File: config.mk
export PLATFORM = sky130hd
export DESIGN_NAME = load_store_unit_flat
export DESIGN_NICKNAME = d
export VERILOG_FILES = /design/src/rtl/lsu_if.sv /design/src/rtl/load_store_unit.sv /design/src/flat_wrapper.sv
export SDC_FILE = /design/constraint.sdc
export NUM_CORES = 1
export LEC_CHECK = 0
export BUFFER_PORTS_ARGS = -buffer_cell sky130_fd_sc_hd__buf_2
export CORE_MARGIN = 3
export CORE_UTILIZATION = 49
export DETAILED_ROUTE_END_ITERATION = 8
export GPL_ROUTABILITY_DRIVEN = 0
export MAX_ROUTING_LAYER = met4
export PLACE_DENSITY = 0.8
export SLEW_MARGIN = 20
export SYNTH_ARGS = -nofsm -noshare
export SYNTH_HDL_FRONTEND = slang
export SYNTH_SLANG_ARGS = --single-unit
File: constraint.sdc
create_clock -name clk -period 2.71 [get_ports clk]
set_input_delay 0.542 -clock clk [delete_from_list [all_inputs] [get_ports clk]]
set_output_delay 0.542 -clock clk [all_outputs]
set_load 0.01 [all_outputs]
File: src/rtl/lsu_if.sv
// Bus bundle for load_store_unit: pipeline request/response channel plus the
// data-memory strobes. The LSU sits on the slave side of this interface.
interface lsu_if;
  logic        req_valid;
  logic        req_ready;
  logic        req_write;
  logic [15:0] req_addr;
  logic [15:0] req_wdata;

  logic        resp_valid;
  logic [15:0] resp_rdata;
  logic        resp_fault;

  logic        mem_read;
  logic        mem_write;
  logic [15:0] mem_address;
  logic [15:0] mem_write_data;
  logic [15:0] mem_read_data;
  logic        mem_ready;

  logic        busy;

  modport slave (
    input  req_valid, req_write, req_addr, req_wdata, mem_read_data, mem_ready,
    output req_ready, resp_valid, resp_rdata, resp_fault,
           mem_read, mem_write, mem_address, mem_write_data, busy
  );

  modport master (
    output req_valid, req_write, req_addr, req_wdata, mem_read_data, mem_ready,
    input  req_ready, resp_valid, resp_rdata, resp_fault,
           mem_read, mem_write, mem_address, mem_write_data, busy
  );
endinterface

File: src/rtl/load_store_unit.sv
// Single-outstanding load/store unit: IDLE -> ISSUE -> WAIT -> RESP with a
// wait-cycle timeout. Define LSU_RANGE_CHECK_EN to fault addresses outside 0x1xxx.
module load_store_unit #(
  parameter int unsigned TIMEOUT_CYCLES = 15
) (
  input  logic  clk,
  input  logic  reset,
  lsu_if.slave  bus
);

  localparam logic [7:0] TIMEOUT_LIMIT = 8'(TIMEOUT_CYCLES);

  typedef enum logic [1:0] {IDLE, ISSUE, WAIT, RESP} state_t;

  state_t      state;
  state_t      next_state;
  logic        accept;
  logic        timeout;
  logic        range_fault;
  logic        op_write;
  logic [7:0]  wait_cnt;

  // Next-state decode; the strobes and flags below are derived from it so
  // every output can be registered in step with the state.
  always_comb begin
    next_state  = state;
    accept      = 1'b0;
    timeout     = 1'b0;
    range_fault = 1'b0;
    case (state)
      IDLE: begin
        if (bus.req_valid) begin
          accept     = 1'b1;
          next_state = ISSUE;
`ifdef LSU_RANGE_CHECK_EN
          if (bus.req_addr[15:12] != 4'b0001) begin
            range_fault = 1'b1;
            next_state  = RESP;
          end
`endif
        end
      end
      ISSUE: next_state = WAIT;
      WAIT: begin
        if (bus.mem_ready) begin
          next_state = RESP;
        end else if (wait_cnt + 8'd1 == TIMEOUT_LIMIT) begin
          timeout    = 1'b1;
          next_state = RESP;
        end
      end
      RESP:    next_state = IDLE;
      default: next_state = IDLE;
    endcase
  end

  // NOTE: sequential state uses non-blocking assignments so every flop samples
  // pre-edge values regardless of block evaluation order.
  always_ff @(posedge clk or posedge reset) begin
    if (reset) state <= IDLE;
    else       state <= next_state;
  end

  // Handshake and memory strobes mirror next_state so they line up with the
  // state they describe while still coming straight out of flops.
  always_ff @(posedge clk or posedge reset) begin
    if (reset) begin
      bus.req_ready      <= 1'b1;
      bus.busy           <= 1'b0;
      bus.mem_read       <= 1'b0;
      bus.mem_write      <= 1'b0;
      bus.mem_address    <= '0;
      bus.mem_write_data <= '0;
      bus.resp_valid     <= 1'b0;
      op_write           <= 1'b0;
    end else begin
      bus.req_ready  <= (next_state == IDLE);
      bus.busy       <= (next_state != IDLE);
      bus.mem_read   <= (next_state == ISSUE) && !bus.req_write;
      bus.mem_write  <= (next_state == ISSUE) &&  bus.req_write;
      bus.resp_valid <= (next_state == RESP);
      if (accept) begin
        op_write           <= bus.req_write;
        bus.mem_address    <= bus.req_addr;
        bus.mem_write_data <= bus.req_wdata;
      end
    end
  end

  // Wait counter clears when a request enters ISSUE and counts stalled WAIT cycles.
  always_ff @(posedge clk or posedge reset) begin
    if (reset) begin
      wait_cnt <= '0;
    end else if (accept) begin
      wait_cnt <= '0;
    end else if (state == WAIT && !bus.mem_ready) begin
      wait_cnt <= wait_cnt + 8'd1;
    end
  end

  // Response payload is written only on the way into RESP and held afterwards.
  always_ff @(posedge clk or posedge reset) begin
    if (reset) begin
      bus.resp_rdata <= '0;
      bus.resp_fault <= 1'b0;
    end else if (state == WAIT && bus.mem_ready) begin
      bus.resp_rdata <= op_write ? 16'h0000 : bus.mem_read_data;
      bus.resp_fault <= 1'b0;
    end else if (timeout || range_fault) begin
      bus.resp_rdata <= '0;
      bus.resp_fault <= 1'b1;
    end
  end

endmodule

File: src/flat_wrapper.sv
// flat-port wrapper written by rule: the top's interface ports become plain ports
module load_store_unit_flat 
#(
  parameter int unsigned TIMEOUT_CYCLES = 15
)
  (clk, reset, bus_req_valid, bus_req_write, bus_req_addr, bus_req_wdata, bus_mem_read_data, bus_mem_ready, bus_req_ready, bus_resp_valid, bus_resp_rdata, bus_resp_fault, bus_mem_read, bus_mem_write, bus_mem_address, bus_mem_write_data, bus_busy);
  lsu_if bus_i ();
  input  logic clk;
  input  logic reset;
  input wire logic [$bits(bus_i.req_valid)-1:0] bus_req_valid;
  input wire logic [$bits(bus_i.req_write)-1:0] bus_req_write;
  input wire logic [$bits(bus_i.req_addr)-1:0] bus_req_addr;
  input wire logic [$bits(bus_i.req_wdata)-1:0] bus_req_wdata;
  input wire logic [$bits(bus_i.mem_read_data)-1:0] bus_mem_read_data;
  input wire logic [$bits(bus_i.mem_ready)-1:0] bus_mem_ready;
  output wire logic [$bits(bus_i.req_ready)-1:0] bus_req_ready;
  output wire logic [$bits(bus_i.resp_valid)-1:0] bus_resp_valid;
  output wire logic [$bits(bus_i.resp_rdata)-1:0] bus_resp_rdata;
  output wire logic [$bits(bus_i.resp_fault)-1:0] bus_resp_fault;
  output wire logic [$bits(bus_i.mem_read)-1:0] bus_mem_read;
  output wire logic [$bits(bus_i.mem_write)-1:0] bus_mem_write;
  output wire logic [$bits(bus_i.mem_address)-1:0] bus_mem_address;
  output wire logic [$bits(bus_i.mem_write_data)-1:0] bus_mem_write_data;
  output wire logic [$bits(bus_i.busy)-1:0] bus_busy;
  assign bus_i.req_valid = bus_req_valid;
  assign bus_i.req_write = bus_req_write;
  assign bus_i.req_addr = bus_req_addr;
  assign bus_i.req_wdata = bus_req_wdata;
  assign bus_i.mem_read_data = bus_mem_read_data;
  assign bus_i.mem_ready = bus_mem_ready;
  assign bus_req_ready = bus_i.req_ready;
  assign bus_resp_valid = bus_i.resp_valid;
  assign bus_resp_rdata = bus_i.resp_rdata;
  assign bus_resp_fault = bus_i.resp_fault;
  assign bus_mem_read = bus_i.mem_read;
  assign bus_mem_write = bus_i.mem_write;
  assign bus_mem_address = bus_i.mem_address;
  assign bus_mem_write_data = bus_i.mem_write_data;
  assign bus_busy = bus_i.busy;
  load_store_unit #(.TIMEOUT_CYCLES(TIMEOUT_CYCLES)) u_core (.clk(clk), .reset(reset), .bus(bus_i));
endmodule
# --- Word-level counts from Yosys, hierarchy flattened ---
# Cells that the tools add are included.
word_totals:
  reg_bits: 65
  inputBits: 53
  output_inout_bits: 54
  wordCells: 46
classes:
  addsub: 1
  eq_ne: 6
  mux: 16
  reduce_logical: 11
op_table:
  columns: ["op", "n"]
  rows:
  - ["16-bit two-way mux", 3]
  - ["8-bit two-way mux", 2]
  - ["8-bit by 1-bit adder with 8-bit output (second input constant)", 1]
  - ["8-bit by 4-bit equality test with 1-bit output (second input constant)", 1]
  - ["2-bit case mux with 4 select lines", 1]
  - ["1-bit two-way mux", 7]
  - ["2-bit equality test (second input constant)", 3]
  - ["2-bit two-way mux", 3]
  - ["2-bit nonzero test", 3]
  - ["2-bit by 1-bit equality test with 1-bit output (second input constant)", 2]
  - ["1-bit logical AND", 4]
  - ["2-bit zero test", 2]
  - ["1-bit zero test", 2]

# --- Depth between registers and ports, before layout ---
# Gate-level depths: netlist of run 1.
depth:
  word_depth: 7
  ltp_mapped: 8
  mapped_depth_nobuf: 6

# --- Least setup slack after synthesis of run 1 ---
# No wires, ideal clock.
synth_timing:
  path_kind: "flip-flop to flip-flop"
  start: "reg u_core.wait_cnt[1]"
  end: "reg u_core.bus.mem_read"
  setup_ps: 66
  t_arrival_ps: 2101
  required_ps: 2644
  path_slack_ps: 543
  stages_incl_launch_ff: 7
  path_buffers: 1
  synth_period_minus_slack_ps: 2167
  path_cell_list: "dfrtp_1 ha_1 and3_1 or4_1 a222oi_1 buf_2 o211a_1"
synth_between:
  elab_chain_cells: 7
synth_rtl:
  columns: ["element", "line", "rtl"]
  rows:
  - ["start: declaration", "load_store_unit.sv:21", "logic [7:0] wait_cnt;"]
  - ["start signal: assignment", "load_store_unit.sv:97", "wait_cnt <= wait_cnt + 8'd1;"]
  - ["8-bit by 1-bit adder with 8-bit output", "load_store_unit.sv:47", "end else if (wait_cnt + 8'd1 == TIMEOUT_LIMIT) begin"]
  - ["8-bit by 4-bit equality test with 1-bit output", "load_store_unit.sv:47", null]
  - ["2-bit two-way mux", "load_store_unit.sv:47", null]
  - ["2-bit two-way mux", "load_store_unit.sv:45", "if (bus.mem_ready) begin"]
  - ["2-bit case mux with 4 select lines", "load_store_unit.sv:30", "case (state)"]
  - ["2-bit by 1-bit equality test with 1-bit output", "load_store_unit.sv:79", "bus.mem_read <= (next_state == ISSUE) && !bus.req_write;"]
  - ["1-bit logical AND", "load_store_unit.sv:79", null]
  - ["end signal: assignment", "load_store_unit.sv:79", null]
  - ["end: declaration", "lsu_if.sv:26", "mem_read, mem_write, mem_address, mem_write_data, busy"]
# No other way between the ends.
# A chain may end at the register's enable or synchronous reset.

# --- Worst setup path after layout of run 1 ---
layout_timing:
  start: "reg u_core.wait_cnt[0]"
  end: "reg u_core.bus.mem_write"
layout_between:
  elab_chain_cells: 7
layout_rtl:
  columns: ["element", "line", "rtl"]
  rows:
  - ["8-bit by 1-bit adder with 8-bit output", "load_store_unit.sv:47", null]
  - ["8-bit by 4-bit equality test with 1-bit output", "load_store_unit.sv:47", null]
  - ["2-bit two-way mux", "load_store_unit.sv:47", null]
  - ["2-bit two-way mux", "load_store_unit.sv:45", null]
  - ["2-bit case mux with 4 select lines", "load_store_unit.sv:30", null]
  - ["2-bit by 1-bit equality test with 1-bit output", "load_store_unit.sv:80", "bus.mem_write <= (next_state == ISSUE) && bus.req_write;"]
  - ["1-bit logical AND", "load_store_unit.sv:80", null]
  - ["end signal: assignment", "load_store_unit.sv:80", null]
  - ["end: declaration", "lsu_if.sv:26", null]
# No other way between the ends.

==> out/summary.txt, run 1 <==
status: finished, final reports clean
fillcell total: 442
die width: 82.5 µm
TritonRoute pass-1 iters: 5
Slew headroom: 48.3%
Synth top area share: 55.8%
final hold vios: 0
register area: 1630 µm²
CP Class: reg -> reg
# Post-CTS Setup Buffers: 0
Hold Buf Count CTS: 0
WL met2: 3000 µm
total grt overflow: 0
ys async rst share: 100%
sequential share of the synthesized area: 56.7%
Routed WL per cell: 14.3 µm
largest net degree at the start of global routing: 66
area delta synth->final: 29.0%
top sig layer: met4
Mean Syn Cell Area: 11.7 µm²
overall routed net length: 6150 µm
antenna violations before repair: 0
first-pass GRT wire length: 9570 µm
Leak Pwr: 1.78 nW
Clock Sinks: 65
Core Area: 5570 µm²
Synth Register Bits: 65
Nets: 412
Slew @ Worst Pin: 0.776 ns
Area contributors post-synth: dfrtp_1 (56%), mux2_2 (13%), nor2b_1 (4.1%)
hold_ws: 0.419 ns
minimum clock period: 2.22 ns
Final setup viols: 0
crit path cell chain: ha_1 > and3_1 > or4_1 > a222oi_1 > buf_4 > o2111a_1
VDD IR-drop max: 0.670 mV
TritonCTS Buffers: 9
most frequent cells in the layout: buf_2 (106), dfrtp_1 (64), mux2_2 (33), nor2b_1 (19), a21oi_1 (18)
power per cell area: 1170 nW/µm²
layout cells sized above 1: 44.8%
DRC: 0
n_diodes: 0
CTS Root Cell: clkbuf_8
initial core utilization: 51.5%
global-route usage over all layers: 19.1%
Worst-Skew Late Latency: 0.34 ns
clock transition at the registers of the reported paths: 0.07 ns
Multi-input gate area: 1170 µm²
Flop pwr share: 38.9%
crit path DAT: 2.49 ns
Hold WC Path Type: in -> reg
Sw Ratio: 34.7%
die height: 82.5 µm
Max Clk Rate: 0.450 GHz
clock share of power: 21.6%
routed via count: 2216
met3 routed WL: 351 µm
cell count after synthesis: 246
Routed Antenna Nets: 0
CP startpoint kind: flip-flop
RSZ-0062 raised after global routing: no
Max Cap Viol: 0
Netlist cell types: 37
vias per inst: 5.14
Post-Route Setup TNS: 0 ns
Pint: 2.84 mW
row count: 27
Initial DRC Count: 110
WP data required: 2.98 ns
commonest non-fill, non-tap cell in the layout: buf_2
Mapped Nets: 304
critical path's largest stage delay: 0.47 ns
Tcrit/Tclk final: 82.0%
met1 WL: 2700 µm
post_cts resized: 0
Crit-path slowest cell: dfrtp_1
# H-tree levels: 3
DP HPWL: 4350 µm
Die Area: 6810 µm²
CP endpoint kind: flip-flop
switching pwr: 1.51 mW
Post-synth EDFFs: 0
clock buffer depth: 2
Final Max Tran Viols: 0
mapped cell area: 2870 µm²
I/O pin count: 107
clock skew: 0.00989 ns
maximum fanout along the worst path: 23
leading area contributor after synthesis: dfrtp_1
Synth warnings: 0
Main synth FF type: dfrtp_1
number of global-route vias before repair: 2166
Combinational Power Share: 39.5%
# port buffers: 106
CTS tree: yes
-- critical path: cells and delay by family, from the launching register on --
| kind | cells | cell delay, ns |
|---|---|---|
| AND/OR/NAND/NOR | 2 | 0.62 |
| buffers and inverters | 1 | 0.30 |
| AO/OA/AOI/OAI | 2 | 0.48 |
| adder cells (fa/ha/maj) | 1 | 0.27 |
| flip-flops | 1 | 0.47 |
-- per-layer routing --
metal	vias to the layer above	GRT usage, %
met5	-	-
met4	0	8.50
met3	13	4.01
met2	74	29.2
met1	1067	24.7
li1	1062	-
-- stage by stage --
stage | power [mW] | worst slack (ns) | util [%] | instance area, µm² | instances
floorplan | 2.77 | 0.543 | - | 2870 | 246
CTS | 4.39 | 0.490 | 66.4 | 3700 | 431
global route | 4.66 | 0.314 | 66.4 | 3700 | 431
detailed placement | 3.44 | 0.502 | 62.3 | 3470 | 415
global placement | 3.35 | 0.549 | 62.3 | 3470 | 415
finish | 4.35 | 0.489 | 66.4 | 3700 | 431
-- state kept, by name, indices dropped and copies added (netlist names), 2 cells and up --
signal / flops
u_core.bus.mem_address: 16
u_core.bus.mem_write_data: 16
u_core.bus.resp_rdata: 16
u_core.wait_cnt: 8
u_core.state: 2
-- layout make-up --
cell class              instances  share of cell area [%]
flip-flops and latches         65                    44.0
multi-input cells             162                    31.5
repair buffers                111                    15.4
clock buffers                  12                    4.19
well taps                      72                    2.43
clock inverters                 4                    2.00
inverters                       5                   0.507
-- synth_stat cells, types with 2 or more instances --
cell type	count
o21ai_0	16
dfrtp_1	64
or3_1	2
o21ai_1	2
inv_1	5
nand2_1	8
nand4_1	3
buf_2	3
o211a_1	2
nor2_1	11
ha_1	5
buf_1	2
a211oi_1	3
mux2_2	33
nand2b_1	17
and2_1	2
a21oi_1	18
xnor2_1	2
xor2_1	4
clkbuf_1	9
nor2b_1	19
-- logic make-up after synthesis --
| group | count (synthesis) | synth area share, % |
|---|---|---|
| buffers and inverters | 19 | 2.62 |
| and+or+nand+nor | 70 | 13.8 |
| muxes | 33 | 13.0 |
| xor gates and xnor gates | 6 | 1.83 |
| AOI/OAI and AO/OA | 48 | 9.90 |
| DFF | 65 | 56.7 |
| adders and majority gates | 5 | 2.18 |
-- path summary, 6_finish.rpt --
| path | start | endpoint | slack, ns | cells past startpoint |
|---|---|---|---|---|
| hold / removal | bus_mem_read_data[4] | u_core.bus.resp_rdata[4] | 0.42 | 3 |
| setup reg to reg | u_core.wait_cnt[0] | u_core.bus.mem_write | 0.49 | 6 |
| max in group asynchronous | reset | u_core.bus.mem_read | 1.77 | 3 |
| hold reg to reg | u_core.bus.mem_write_data[13] | u_core.bus.mem_write_data[13] | 0.50 | 1 |
| min in group asynchronous | reset | u_core.bus.mem_address[10] | 0.43 | 3 |
| setup / recovery | u_core.wait_cnt[0] | u_core.bus.mem_write | 0.49 | 6 |
-- power groups by stage --
stage	clock, mW	combinational [mW]	sequential, mW
CTS	0.952	1.74	1.69
detailed placement	0	1.74	1.70
finish	0.940	1.71	1.69
global route	1.00	1.91	1.75
global placement	0	1.67	1.68
floorplan	0	0.913	1.86
No activity file was read; power rests on OpenSTA's default activity.
==> run 2: changes to the inputs <==
Settings changed: ABC_AREA from default to 1, CORE_UTILIZATION 49 to 48, PLACE_DENSITY 0.8 to 0.79.
Clock period 2.71 ns to 2.3 ns, I/O delays scaled along.
==> out/summary.txt, run 2 <==
TritonCTS Buffers: 9 (unchanged)
CTS tree: yes
Die Area: 6650 µm² (-2.3%)
cell count after synthesis: 312 (+27%)
final hold vios: 0 (unchanged)
vias per inst: 4.67 (-9.1%)
routed via count: 2314 (+4.4%)
Nets: 480 (+17%)
critical path's largest stage delay: 0.42 ns (-0.05 ns)
sequential share of the synthesized area: 59.4% (+2.6 points)
crit path DAT: 2.04 ns (-0.45 ns)
Core Area: 5300 µm² (-4.9%)
# H-tree levels: 3 (unchanged)
ys async rst share: 100% (unchanged)
Synth top area share: 58.4% (+2.6 points)
Worst-Skew Late Latency: 0.33 ns (about the same)
Leak Pwr: 2.04 nW (+15%)
RSZ-0062 raised after global routing: no
Layout Cells excl Fill: 495 (+15%)
area delta synth->final: 29.3%
mapped cell area: 2740 µm² (-4.4%)
status: finished, final reports clean
Synth Register Bits: 65 (unchanged)
Max Clk Rate: 0.554 GHz (+23%)
CTS Root Cell: clkbuf_8
biggest registers after layout: u_core.bus.mem_address x16, u_core.bus.mem_write_data x16, u_core.bus.resp_rdata x16
overall routed net length: 5840 µm (-5.1%)
I/O pin count: 107 (unchanged)
Main synth FF type: dfrtp_1
Slew @ Worst Pin: 0.549 ns (-0.227 ns)
Final setup viols: 0 (unchanged)
Core Util, Final: 66.9% (+0.50 points)
Post-Route Setup TNS: 0 ns (unchanged)
DRC: 0 (unchanged)
Post-synth EDFFs: 0 (unchanged)
Hold WC Path Type: in -> async
fillcell total: 434 (-1.8%)
Crit-path slowest cell: dfrtp_1
n_diodes: 0 (unchanged)
Routed WL per cell: 11.8 µm (-17%)
Initial DRC Count: 153 (+39%)
CP startpoint kind: flip-flop
TritonRoute pass-1 iters: 4 (-1)
row count: 26 (-3.7%)
Routed Antenna Nets: 0 (unchanged)
Clock Sinks: 65 (unchanged)
commonest non-fill, non-tap cell in the layout: nand2_1
Slew headroom: 63.4% (+15 points)
Mean Syn Cell Area: 8.79 µm² (-25%)
CP endpoint kind: flip-flop
Mapped Nets: 370 (+22%)
Tcrit/Tclk final: 78.5% (-3.4 points)
clock skew: 0.0139 ns (+0.00400 ns)
Hold Buf Count CTS: 0 (unchanged)
power per cell area: 1270 nW/µm² (+8.5%)
minimum clock period: 1.81 ns (-0.415 ns)
# port buffers: 106 (unchanged)
crit path cell chain: ha_1 > nand3_1 > nor2_2 > xor2_2 > nand3_2 > nor2_4 > nor2_4 > nand2_1 > o21ai_0
maximum fanout along the worst path: 16 (-30%)
initial core utilization: 51.7% (+0.23 points)
top-count cell post-synth: nand2_1
# Post-CTS Setup Buffers: 0 (unchanged)
number of global-route vias before repair: 2260 (+4.3%)
total grt overflow: 0 (unchanged)
die width: 81.6 µm (-1.2%)
placed cells: 481 (+16%)
CP Class: reg -> reg
die height: 81.6 µm (-1.2%)
leading area contributor after synthesis: dfrtp_1
post_cts resized: 0 (unchanged)
Area contributors post-synth: dfrtp_1 (58%), nand2_1 (18%), inv_1 (4.5%)
layout cells sized above 1: 34.6% (-10 points)
WP data required: 2.53 ns (-0.45 ns)
DP HPWL: 4220 µm (-3.1%)
most frequent cells in the layout: nand2_1 (128), buf_2 (106), dfrtp_1 (64), inv_1 (32), o21ai_0 (15)
VDD IR-drop max: 0.724 mV (+7.9%)
CP dominant cell by count: nor2_4
antenna violations before repair: 0 (unchanged)
clock buffer depth: 2 (unchanged)
first-pass GRT wire length: 9780 µm (+2.2%)
clock transition at the registers of the reported paths: 0.07 ns (about the same)
Synth warnings: 0 (unchanged)
Final Max Tran Viols: 0 (unchanged)
Synth top cells by count: nand2_1 (128), dfrtp_1 (64), inv_1 (33), o21ai_0 (15), nand2_2 (13)
largest net degree at the start of global routing: 66 (unchanged)
Max Cap Viol: 0 (unchanged)
global-route usage over all layers: 19.7% (+0.56 points)
Netlist cell types: 23 (-38%)
run 2: cell count changes after synthesis, moves of 4 or more:
cell	before	now
inv_1	5	33
nand2b_1	17	0
mux2_2	33	0
nand3_1	1	9
nor2b_1	19	0
a21oi_1	18	1
xor2_1	4	0
nand2_1	8	128
o21ai_1	2	10
nand2_2	0	13
run 2: stage by stage:
stage	area [µm²]	setup slack [ns]	total power [mW]	hold WS, ns
3_3_place_gp	3350	0.537	3.51	0.458
5_1_grt	3550	0.183	4.89	0.210
2_1_floorplan	2740	0.215	2.90	0.445
6_report	3550	0.494	4.52	0.187
3_5_place_dp	3350	0.499	3.57	0.462
4_1_cts	3550	0.475	4.58	0.196
run 2: cells by family (layout without fill, tap and decap cells):
logic type | Yosys count | count (layout) | synth area share, %
simple gates | 169 | 169 | 26.0
flops | 65 | 65 | 59.4
buf+inv | 44 | 157 | 6.48
compound gates | 28 | 28 | 5.29
fa+ha+maj | 5 | 5 | 2.28
xor+xnor | 1 | 1 | 0.593
run 2: worst max-delay path, delay by kind of cell (launching register included):
kind,cells,cell delay [ns]
and+or+nand+nor,6,0.89
DFF,1,0.42
adders and majority gates,1,0.22
xor gates and xnor gates,1,0.09
AOI/OAI and AO/OA,1,0.09
run 2: report_power, final:
part           leakage (nW)  internal [mW]  switching [mW]
sequential            0.825           1.63           0.272
combinational          1.12          0.649           0.982
clock                 0.102          0.595           0.393
total                  2.04           2.87            1.65
run 2: layout make-up:
cell class	instances	area [µm²]	area share, %
Clock inverter	4	70.1	1.98
Tap cell	70	87.6	2.47
Sequential cell	65	1630	45.9
Clock buffer	10	128	3.60
Multi-Input combinational cell	203	936	26.4
Timing Repair Buffer	110	573	16.2
Inverter	33	124	3.49
run 2: final timing paths:
check                                        startpoint                      endpoint  slack [ns]  depth (start not counted)
max                                  u_core.wait_cnt[1]      u_core.bus.resp_rdata[9]        0.49                          9
min                                               reset  u_core.bus.mem_write_data[1]        0.19                          3
max reg2reg                          u_core.wait_cnt[1]      u_core.bus.resp_rdata[9]        0.49                          9
min reg2reg                u_core.bus.mem_write_data[6]  u_core.bus.mem_write_data[6]        0.48                          2
max in group asynchronous                         reset          u_core.bus.req_ready        1.80                          3
min in group clk                          bus_req_write           u_core.bus.mem_read        0.29                          2
run 2: routing by layer:
metal,vias up,routed length (µm),global-route usage (%)
met4,0,33,7.31
met1,1065,2590,24.3
li1,1160,-,-
met5,-,0,-
met2,84,2730,31.4
met3,5,483,5.15
==> run 3: changes to the inputs <==
Settings changed: CORE_UTILIZATION 48 to 44, PLACE_DENSITY 0.79 to 0.76.
Clock period 2.3 ns to 1.58 ns, I/O delays scaled along.
==> out/summary.txt, run 3 (same netlist as run 2, synthesis figures left out) <==
vias per inst: 4.72 (+1.0%)
family with the most delay on the worst path: simple AND/OR/NAND/NOR gates
crit path launch: u_core.wait_cnt[1]
Die Area: 7210 µm² (+8.4%)
# port buffers: 106 (unchanged)
CP endpoint kind: flip-flop
DP Area: 3390 µm² (+1.3%)
Hold WC Path Type: in -> async
failing checks: negative setup slack
I/O pin count: 107 (unchanged)
Tot Pwr: 7.21 mW (+60%)
final hold vios: 0 (unchanged)
Max Clk Rate: 0.555 GHz (+0.20%)
TritonCTS Buffers: 9 (unchanged)
Leak Pwr: 2.18 nW (+6.6%)
Slew headroom: 51.6% (-12 points)
global-route usage over all layers: 19.1% (-0.56 points)
routed via count: 2442 (+5.5%)
CTS tree: yes
Max Cap Viol: 0 (unchanged)
Core Area: 5990 µm² (+13%)
CP startpoint kind: flip-flop
Final Max Tran Viols: 0 (unchanged)
layout cells sized above 1: 44.1% (+9.5 points)
hold_ws: 0.0641 ns (-0.123 ns)
Routed WL per cell: 13.1 µm (+11%)
crit path DAT: 2.00 ns (-0.04 ns)
Crit-path slowest cell: dfrtp_2
clock buffer depth: 2 (unchanged)
worst path bufs/invs: 2 (+2)
CP Capture Point: u_core.bus.resp_rdata[2]
maximum fanout along the worst path: 5 (-11)
Clock Sinks: 65 (unchanged)
reg-to-reg setup timing slack: -0.22 ns (-0.72 ns)
Final setup viols: 22 (+22)
Worst-Skew Late Latency: 0.33 ns (about the same)
fin area: 3900 µm² (+10%)
Nets: 495 (+3.1%)
Slew @ Worst Pin: 0.727 ns (+0.178 ns)
placed cells: 490 (+1.9%)
Tcrit/Tclk final: 114% (+36 points)
clock transition at the registers of the reported paths: 0.07 ns (about the same)
clock share of power: 18.8% (-3.1 points)
power per cell area: 1850 nW/µm² (+45%)
first-pass GRT wire length: 10800 µm (+10%)
CTS Root Cell: clkbuf_8
largest net degree at the start of global routing: 66 (unchanged)
fillcell total: 482 (+11%)
status: finished, violations left
n_diodes: 0 (unchanged)
die width: 84.9 µm (+4.1%)
minimum clock period: 1.80 ns (-0.00356 ns)
switching pwr: 2.79 mW (+70%)
CP dominant cell by count: nor2_4
area delta synth->final: 42.3%
WP data required: 1.78 ns (-0.75 ns)
RSZ-0062 raised after global routing: yes
Combinational Power Share: 42.1% (+6.0 points)
row count: 28 (+7.7%)
Pint: 4.42 mW (+54%)
worst setup margin: -0.223 ns (-0.716 ns)
crit path cell chain: ha_4 > nand2_1 > inv_2 > nor2_4 > nand3_2 > nor2_4 > nand3_4 > nor2_4 > nor2_4 > clkbuf_16 > nand2_2 > o21ai_1
Layout Cells excl Fill: 517 (+4.4%)
Routed Antenna Nets: 0 (unchanged)
Stages on worst setup path: 12 (+3)
total grt overflow: 0 (unchanged)
Sw Ratio: 38.7% (+2.3 points)
FF-to-FF path depth: 12 (+3)
# H-tree levels: 3 (unchanged)
reg2reg end: u_core.bus.resp_rdata[2]
overall routed net length: 6780 µm (+16%)
Flop pwr share: 39.1% (-3.0 points)
Initial DRC Count: 127 (-17%)
RR Startpoint: u_core.wait_cnt[1]
Core Util, Final: 65.1% (-1.8 points)
critical path's largest stage delay: 0.45 ns (+0.03 ns)
antenna violations before repair: 0 (unchanged)
clock skew: 0.00877 ns (-0.00512 ns)
initial core utilization: 45.8% (-5.9 points)
TritonRoute pass-1 iters: 4 (unchanged)
CP Class: reg -> reg
DRC: 0 (unchanged)
die height: 84.9 µm (+4.1%)
biggest registers after layout: u_core.bus.mem_address x16, u_core.bus.mem_write_data x16, u_core.bus.resp_rdata x16
number of global-route vias before repair: 2348 (+3.9%)
commonest non-fill, non-tap cell in the layout: nand2_1
most frequent cells in the layout: nand2_1 (118), buf_2 (106), dfrtp_1 (62), inv_1 (28), nand2_2 (13)
DP HPWL: 4280 µm (+1.5%)
VDD IR-drop max: 1.03 mV (+42%)
-- run 3: changes by cell type in the layout (fill, tap and decap cells not counted), sizes merged --
cell	before	now
buf	110	124
clkinv	2	3
inv	33	32
clkinvlp	0	2
bufinv	2	1
clkbuf	10	12
-- run 3: worst register-to-register path, stage by stage, from the launching register on --
cell	delay, ns
dfrtp_2	0.45
ha_4	0.18
nand2_1	0.08
inv_2	0.06
nor2_4	0.13
nand3_2	0.11
nor2_4	0.14
nand3_4	0.10
nor2_4	0.12
nor2_4	0.06
clkbuf_16	0.16
nand2_2	0.05
o21ai_1	0.05
-- run 3: power by group through the flow --
stage	clock (mW)	sequential (mW)	combinational [mW]
5_1_grt	1.48	2.91	3.37
6_report	1.36	2.82	3.04
3_3_place_gp	0	2.78	2.37
2_1_floorplan	0	3.05	1.18
3_5_place_dp	0	2.76	2.48
4_1_cts	1.40	2.76	2.73
-- run 3: area by class of cell --
class | count | area (µm²) | area share, %
clock buffers | 11 | 131 | 3.37
clock inverters | 5 | 56.3 | 1.44
inverters | 33 | 128 | 3.27
multi-input cells | 203 | 1120 | 28.7
flip-flops and latches | 65 | 1630 | 41.8
well taps | 75 | 93.8 | 2.41
repair buffers | 125 | 742 | 19.0
-- run 3: stage by stage --
| step | TNS, ns | worst slack (ns) |
|---|---|---|
| after detailed placement | -2.60 | -0.210 |
| after CTS | -3.56 | -0.186 |
| after global routing | -6.46 | -0.327 |
| after floorplan | -0.419 | -0.0419 |
| final | -4.28 | -0.223 |
| after global placement | -1.08 | -0.0872 |
-- run 3: layer usage --
layer,share of wire (%),wire (µm),vias up,GRT usage [%]
li1,-,-,1199,-
met1,42,2840,1135,24.9
met2,50,3410,95,29.4
met3,5.9,399,13,3.69
met4,1.9,127,0,8.06
met5,0,0,-,-
-- run 3: worst min path at each step --
stage                                      endpoint  slack (ns)  depth (start not counted)
after global routing            u_core.bus.mem_read        0.08                          3
after CTS                 u_core.bus.mem_address[0]        0.07                          3
after floorplan                 u_core.bus.mem_read        0.38                          1
after global placement    u_core.bus.mem_address[0]        0.43                          3
after detailed placement  u_core.bus.mem_address[0]        0.44                          3
final                     u_core.bus.mem_address[0]        0.06                          3
-- run 3: repair_timing --
| item | CTS | global route |
|---|---|---|
| endpoints found under the setup margin | 20 | 48 |
| pin swaps | 9 | 10 |
| hold buffers | 0 | 0 |
| hold endpoints to repair | 0 | 0 |
| resized for setup | 20 | 45 |
| cloned | 1 | 0 |
| setup buffers | 9 | 1 |
